**src/rtl/spi_reg_bank_pkg.sv**
```systemverilog
// Shared definitions for the SPI register bank: command byte layout and
// controller state encoding.
package spi_reg_bank_pkg;

   localparam int CMD_RW_BIT = 7;
   localparam int ADDR_W     = 7;

   typedef enum logic [1:0] {
      IDLE = 2'd0,
      CMD  = 2'd1,
      DATA = 2'd2
   } spi_state_e;

endpackage

```
**src/rtl/spi_reg_bank_edge_sync.sv**
```systemverilog
// spi_edge_sync: brings one asynchronous SPI pin into the clk domain and
// produces registered edge pulses.
//   clk, rst   system clock, synchronous active-high reset
//   async_in   raw pin
//   level      synchronized level, aligned with the rise/fall pulses
//   rise/fall  one-cycle pulses, SYNC_STAGES+1 clk after the pin changes
module spi_edge_sync #(
   parameter int SYNC_STAGES = 2
) (
   input  logic clk,
   input  logic rst,
   input  logic async_in,
   output logic level,
   output logic rise,
   output logic fall
);

   logic [SYNC_STAGES-1:0] sync_q;
   logic                   prev_q;

   always_ff @(posedge clk) begin
      if (rst) begin
         sync_q <= '0;
         prev_q <= 1'b0;
         rise   <= 1'b0;
         fall   <= 1'b0;
      end else begin
         sync_q <= {sync_q[SYNC_STAGES-2:0], async_in};
         prev_q <= sync_q[SYNC_STAGES-1];
         rise   <= sync_q[SYNC_STAGES-1] & ~prev_q;
         fall   <= ~sync_q[SYNC_STAGES-1] & prev_q;
      end
   end

   // prev_q updates on the same edge as the pulses, so level is the
   // post-edge value whenever rise/fall is high.
   assign level = prev_q;

endmodule

```
**src/rtl/spi_reg_bank.sv**
```systemverilog
// spi_reg_bank: SPI mode-0 slave with an RW register file and RO status
// registers. All SPI pins are oversampled by clk.
//   clk, rst        system clock, synchronous active-high reset
//   spi_cs          chip select, active low
//   spi_clk         SPI clock, idle low
//   spi_mosi        data in, sampled on SCK rise
//   spi_miso        data out, updated after SCK fall
//   rw_data         flat RW registers, reg i = rw_data[8*i+7 -: 8]
//   ro_data         flat RO registers, reg j = ro_data[8*j+7 -: 8]
//   wr_strobe       one-cycle pulse on an RW register write
//   wr_addr         address of the last RW write
//
// state | meaning
// IDLE  | CS high, waiting for CS fall
// CMD   | shifting in the command byte {rw, addr[6:0]}
// DATA  | data bytes; auto-incrementing address
module spi_reg_bank
   import spi_reg_bank_pkg::*;
#(
   parameter int RW_MEMORY_COUNT = 12,
   parameter int RO_MEMORY_COUNT = 1,
   parameter int SYNC_STAGES     = 2
) (
   input  logic                         clk,
   input  logic                         rst,
   input  logic                         spi_cs,
   input  logic                         spi_clk,
   input  logic                         spi_mosi,
   output logic                         spi_miso,
   output logic [8*RW_MEMORY_COUNT-1:0] rw_data,
   input  logic [8*RO_MEMORY_COUNT-1:0] ro_data,
   output logic                         wr_strobe,
   output logic [ADDR_W-1:0]            wr_addr
);

   localparam int              IDX_W    = $clog2(RW_MEMORY_COUNT);
   localparam logic [ADDR_W:0] RW_LIMIT = (ADDR_W+1)'(RW_MEMORY_COUNT);

   logic cs_level, cs_rise, cs_fall;
   logic sck_level, sck_rise, sck_fall;
   logic mosi_level, mosi_rise, mosi_fall;
   logic unused_sync;

   spi_edge_sync #(.SYNC_STAGES(SYNC_STAGES)) u_sync_cs (
      .clk(clk), .rst(rst), .async_in(spi_cs),
      .level(cs_level), .rise(cs_rise), .fall(cs_fall)
   );
   spi_edge_sync #(.SYNC_STAGES(SYNC_STAGES)) u_sync_sck (
      .clk(clk), .rst(rst), .async_in(spi_clk),
      .level(sck_level), .rise(sck_rise), .fall(sck_fall)
   );
   spi_edge_sync #(.SYNC_STAGES(SYNC_STAGES)) u_sync_mosi (
      .clk(clk), .rst(rst), .async_in(spi_mosi),
      .level(mosi_level), .rise(mosi_rise), .fall(mosi_fall)
   );

   assign unused_sync = ^{cs_level, sck_level, mosi_rise, mosi_fall};

   spi_state_e        state_q, state_d;
   logic [2:0]        bit_cnt_q;
   logic [6:0]        sr_q;
   logic [7:0]        tx_q;
   logic [ADDR_W-1:0] addr_q;
   logic              rw_q;
   logic [7:0]        mem_q [RW_MEMORY_COUNT];

   logic              active, byte_done, wr_en;
   logic [7:0]        rx_byte;

   function automatic logic [7:0] read_reg(input logic [ADDR_W-1:0] a);
      logic [7:0] v;
      v = 8'h00;
      if ({1'b0, a} < RW_LIMIT)
         v = mem_q[a[IDX_W-1:0]];
      for (int j = 0; j < RO_MEMORY_COUNT; j++)
         if ({1'b0, a} == (ADDR_W+1)'(RW_MEMORY_COUNT + j))
            v = ro_data[8*j +: 8];
      return v;
   endfunction

   assign active    = (state_q != IDLE);
   assign byte_done = active && sck_rise && (bit_cnt_q == 3'd7);
   assign rx_byte   = {sr_q, mosi_level};
   assign wr_en     = (state_q == DATA) && byte_done && rw_q && ({1'b0, addr_q} < RW_LIMIT);

   always_comb begin
      state_d = state_q;
      unique case (state_q)
         IDLE:    if (cs_fall) state_d = CMD;
         CMD:     if (byte_done) state_d = DATA;
         DATA:    state_d = DATA;
         default: state_d = IDLE;
      endcase
      // A final-bit commit in the same cycle still happens; only the
      // state and counters are forced back.
      if (cs_rise) state_d = IDLE;
   end

   always_ff @(posedge clk) begin
      if (rst) begin
         state_q   <= IDLE;
         bit_cnt_q <= 3'd0;
         sr_q      <= '0;
         tx_q      <= '0;
         addr_q    <= '0;
         rw_q      <= 1'b0;
         spi_miso  <= 1'b0;
         wr_strobe <= 1'b0;
         wr_addr   <= '0;
         for (int i = 0; i < RW_MEMORY_COUNT; i++) mem_q[i] <= 8'h00;
      end else begin
         state_q   <= state_d;
         wr_strobe <= wr_en;
         if (wr_en) begin
            mem_q[addr_q[IDX_W-1:0]] <= rx_byte;
            wr_addr                  <= addr_q;
         end

         if (cs_rise) begin
            bit_cnt_q <= 3'd0;
            tx_q      <= '0;
            spi_miso  <= 1'b0;
         end else if (active) begin
            if (sck_rise) begin
               sr_q      <= rx_byte[6:0];
               bit_cnt_q <= bit_cnt_q + 3'd1;
            end
            if (byte_done && state_q == CMD) begin
               rw_q   <= sr_q[CMD_RW_BIT-1];
               addr_q <= rx_byte[ADDR_W-1:0];
               tx_q   <= sr_q[CMD_RW_BIT-1] ? 8'h00 : read_reg(rx_byte[ADDR_W-1:0]);
            end
            if (byte_done && state_q == DATA)
               addr_q <= addr_q + 1'b1;
            // The fall right after a byte boundary (bit count already wrapped
            // to 0) reloads from the incremented address instead of shifting,
            // so the next MSB is on the line before the next rise.
            if (sck_fall && state_q == DATA && !rw_q)
               tx_q <= (bit_cnt_q == 3'd0) ? read_reg(addr_q) : {tx_q[6:0], 1'b0};
            spi_miso <= tx_q[7];
         end else begin
            spi_miso <= 1'b0;
         end
      end
   end

   for (genvar i = 0; i < RW_MEMORY_COUNT; i++) begin : g_flat
      assign rw_data[8*i +: 8] = mem_q[i];
   end

endmodule

```
**config.mk**
```make
export PLATFORM = sky130hd
export DESIGN_NAME = spi_reg_bank
export DESIGN_NICKNAME = d
export VERILOG_FILES = /design/src/rtl/spi_reg_bank_pkg.sv /design/src/rtl/spi_reg_bank_edge_sync.sv /design/src/rtl/spi_reg_bank.sv
export SDC_FILE = /design/constraint.sdc
export NUM_CORES = 1
export LEC_CHECK = 0
export ABC_AREA = 1
export BUFFER_PORTS_ARGS = -buffer_cell sky130_fd_sc_hd__buf_2
export CORE_MARGIN = 2
export CORE_UTILIZATION = 45
export CTS_BUF_LIST = sky130_fd_sc_hd__clkbuf_8
export DETAILED_ROUTE_END_ITERATION = 7
export GPL_TIMING_DRIVEN = 0
export HOLD_SLACK_MARGIN = 0.03
export PLACE_DENSITY = 0.66
export SLEW_MARGIN = 20
export SYNTH_ARGS = -nofsm -noshare
export SYNTH_HDL_FRONTEND = slang
export SYNTH_SLANG_ARGS = --single-unit
```
**constraint.sdc**
```tcl
create_clock -name clk -period 3 [get_ports clk]
set_clock_uncertainty 0.2 [all_clocks]
set_input_delay 0.6 -clock clk [delete_from_list [all_inputs] [get_ports clk]]
set_output_delay 0.6 -clock clk [all_outputs]
set_load 0.02 [all_outputs]
```
==> run metrics <==
outcome=complete, but fails checks; failing checks=DRC; Via Count=8,425; share of layout cells above drive strength 1=15.4%; initial antenna violation count=0; Worst Slack Setup Final=0.177 ns; clk root buf=clkbuf_8; Worst Setup SP=state_q[0]$_SDFFE_PP0P_; Yosys top cell area share=42.1%; die height=146 um; first-pass GRT wire length=46,800 um; Power Total=5170 uW; sequential fraction of the synthesis area=53.9%; # rows=52; global route total overflow=0; worst r2r src=state_q[0]$_SDFFE_PP0P_; hold_sp=spi_clk; met1 usage=roughly two fifths; Cells after Synth=1,075; # DRC=2; vias in the first global route=7,757; H-Tree Depth=4; NumNets Final=~1,300; post-synth top area cell=edfxtp_1; Port Buffer Count=117; CP peak stage delay=about 0.38 ns; Initial DRC Count=1,137; Synth area leaders=edfxtp_1, dfxtp_1, nand2_1; largest net degree at the start of global routing=19; P_leak=~0.0042 uW; Die ar.=0.0214 mm2; met3 usage=7.06%; Tcrit/Tclk final=94.1%; WS Path Type=reg2reg; DR WL/cell=20.8 um; CP bufs+invs=2; All-Layer GR Usage=approximately 30%; met2 usage=~47%; post-placement setup slack=-0.000706 ns; Reg clk slew, reported paths=0.10 ns; Ys Warns=0; RSZ-0062 raised after global routing=no; count of final setup violators=0; Slew @ Worst Pin=0.837 ns; Relative slew margins=roughly 44%; Slowest-stage cell, CP=nand2_2; Antenna Cells=0; Placer Congestion=0.953; maximum clock rate=0.354 GHz; CTS Buf Count=17; CP Data Required Time=2.96 ns; die span in x=146 um; core footprint=0.0201 mm2; maximum VDD drop=0.288 mV; clock buffer depth=2; final hold vios=0; Power Density=489 mW/mm2; post-DP HPWL=about 24,000 um; number of distinct library cells after synthesis=31; flops & latches, synth=around 180; CTS sink cnt=182; Syn-to-layout area delta=15.8%; Final ANT Viol Nets=0; hold buffer count at CTS=0; max-slew violations=0; worst-path maximum fanout=9; GRT busiest layer=met2; DRT Pass-1 Iters=8; fin crit period=2.82 ns; crit end category=flip-flop; vias per inst=5.52; crit path DAT=2.78 ns; Skew-Pair Late Insertion Delay=slightly below 0.5 ns; Initial Utilization=between 40 and 50%; CP startpoint kind=flip-flop; CP top delay family=simple AND/OR/NAND/NOR gates; cell area after synthesis=0.00913 mm2; Hold Path Class=in2reg; maxcap violations=0; Post-Route WL=31,700 um; post-CTS setup repair buffer count=0; CTS tree=yes; Top-Level Pins=118; Mean Syn Cell Area=8.49 um2; crit path cell chain=inv_1, ha_1, nor2_2, nand3_1, inv_2, nand3_4, nor2_8, nand3_2, nand2_2
-- final timing paths --
| kind | end | slack, ns | cells past startpoint |
|---|---|---|---|
| worst max-delay path | mem_q[11][5]$_SDFFCE_PN0P_ | 0.18 | 9 |
| worst min-delay path | u_sync_sck.sync_q[0]$_SDFF_PP0_ | 0.11 | 3 |
| worst max register to register | mem_q[11][5]$_SDFFCE_PN0P_ | 0.18 | 9 |
| worst min register to register | u_sync_cs.sync_q[1]$_SDFF_PP0_ | 0.20 | 2 |
-- registers in the layout, indices dropped and copies added (netlist names), 2 cells and up, named ones only --
signal              cells
u_sync_mosi.sync_q      2
u_sync_sck.sync_q       2
sr_q                    7
tx_q                    8
state_q                 2
addr_q                  7
wr_addr                 7
u_sync_cs.sync_q        2
mem_q                 128
bit_cnt_q               3
-- through the flow --
step / std cells / TNS, ns / instance area, um2 / hold slack, ns / util (%)
3_5_place_dp: 1493 / -0.00140 / 10200 / 0.192 / 50.6
6_report: 1525 / 0 / 10600 / 0.107 / 52.6
5_1_grt: 1525 / 0 / 10600 / 0.0965 / 52.6
2_1_floorplan: 1106 / 0 / 9250 / 0.188 / -
3_3_place_gp: 1493 / 0 / 10200 / 0.193 / 50.6
4_1_cts: 1525 / 0 / 10600 / 0.0898 / 52.5
-- power by group --
group          switching (uW)  internal, uW
Sequential               88.8          2800
Clock                    1020           655
Combinational             441           167
-- repair_timing --
| item | in CTS | in global routing |
|---|---|---|
| endpoints found under the setup margin | 8 | 45 |
| resized for setup | 1 | 7 |
| cloned | 0 | 0 |
-- Yosys cell counts --
| master | number |
|---|---|
| edfxtp_1 | 128 |
| o211ai_1 | 38 |
| nor3b_1 | 1 |
| a31oi_1 | 2 |
| nand3_4 | 9 |
| buf_12 | 1 |
| dfxtp_1 | 54 |
| nor4_4 | 1 |
| buf_1 | 5 |
| nand4_1 | 2 |
| buf_2 | 4 |
| nor3_1 | 5 |
| a211oi_1 | 2 |
| nand3_2 | 4 |
| inv_1 | 115 |
| o21ai_0 | 85 |
| nor2_1 | 150 |
| clkbuf_1 | 51 |
| nor2_8 | 1 |
| inv_2 | 2 |
| ha_1 | 10 |
| conb_1 | 1 |
| a21oi_2 | 1 |
| a21oi_1 | 82 |
| o21a_1 | 3 |
| xor2_1 | 2 |
| nor2_2 | 12 |
| nand3_1 | 99 |
| nand2_1 | 202 |
| or2_2 | 1 |
| clkinv_1 | 2 |
-- cell type report --
type                            count  area [um2]
Buffer                             61         250
Clock buffer                       17         234
Clock inverter                     15         148
Fill cell                        1909        9530
Inverter                          119         447
Multi-Input combinational cell    744        3640
Sequential cell                   182        4920
Tap cell                          270         338
Timing Repair Buffer              117         586
-- metal layers --
layer	share of wire, %	wire, um	vias to the layer above
met3	11	3430	67
met1	40	12800	3974
met4	3.4	1070	0
met5	0	0	-
met2	45	14400	485
li1	-	-	3899
-- worst reg2reg max path: stages, from the launching register on --
cell and delay, ns:
dfxtp_1 0.35, inv_1 0.07, ha_1 0.28, nor2_2 0.20, nand3_1 0.14, inv_2 0.18, nand3_4 0.16, nor2_8 0.23
nand3_2 0.30, nand2_2 0.39
-- cells by family (layout without fill, tap and decap cells) --
| logic type | count (synthesis) | after routing | share of synthesized area, % |
|---|---|---|---|
| and+or+nand+nor | 487 | 487 | 23.9 |
| AOI/OAI and AO/OA | 213 | 213 | 12.9 |
| DFF | 182 | 182 | 53.9 |
| buffers and inverters | 180 | 329 | 7.63 |
| adders and majority gates | 10 | 10 | 1.37 |
| xor gates and xnor gates | 2 | 2 | 0.192 |
| other | 1 | 32 | 0.0411 |
-- cells in the final DEF, fill, tap and decap left out, types with 3 or more instances in the layout --
master    count
nand2_1     194
dfxtp_1      54
o21ai_0      85
conb_1       32
o21a_1        3
ha_1         10
nand2_2       8
a21oi_1      82
nand3_1      99
inv_6         4
inv_1       115
buf_1         5
inv_8         4
edfxtp_1    128
buf_2       121
nand3_4       9
clkbuf_8     17
clkbuf_1     51
nor2_1      150
inv_4         4
nand3_2       4
nor2_2       12
nor3_1        5
o211ai_1     38
(Power assumes the default switching activity.)
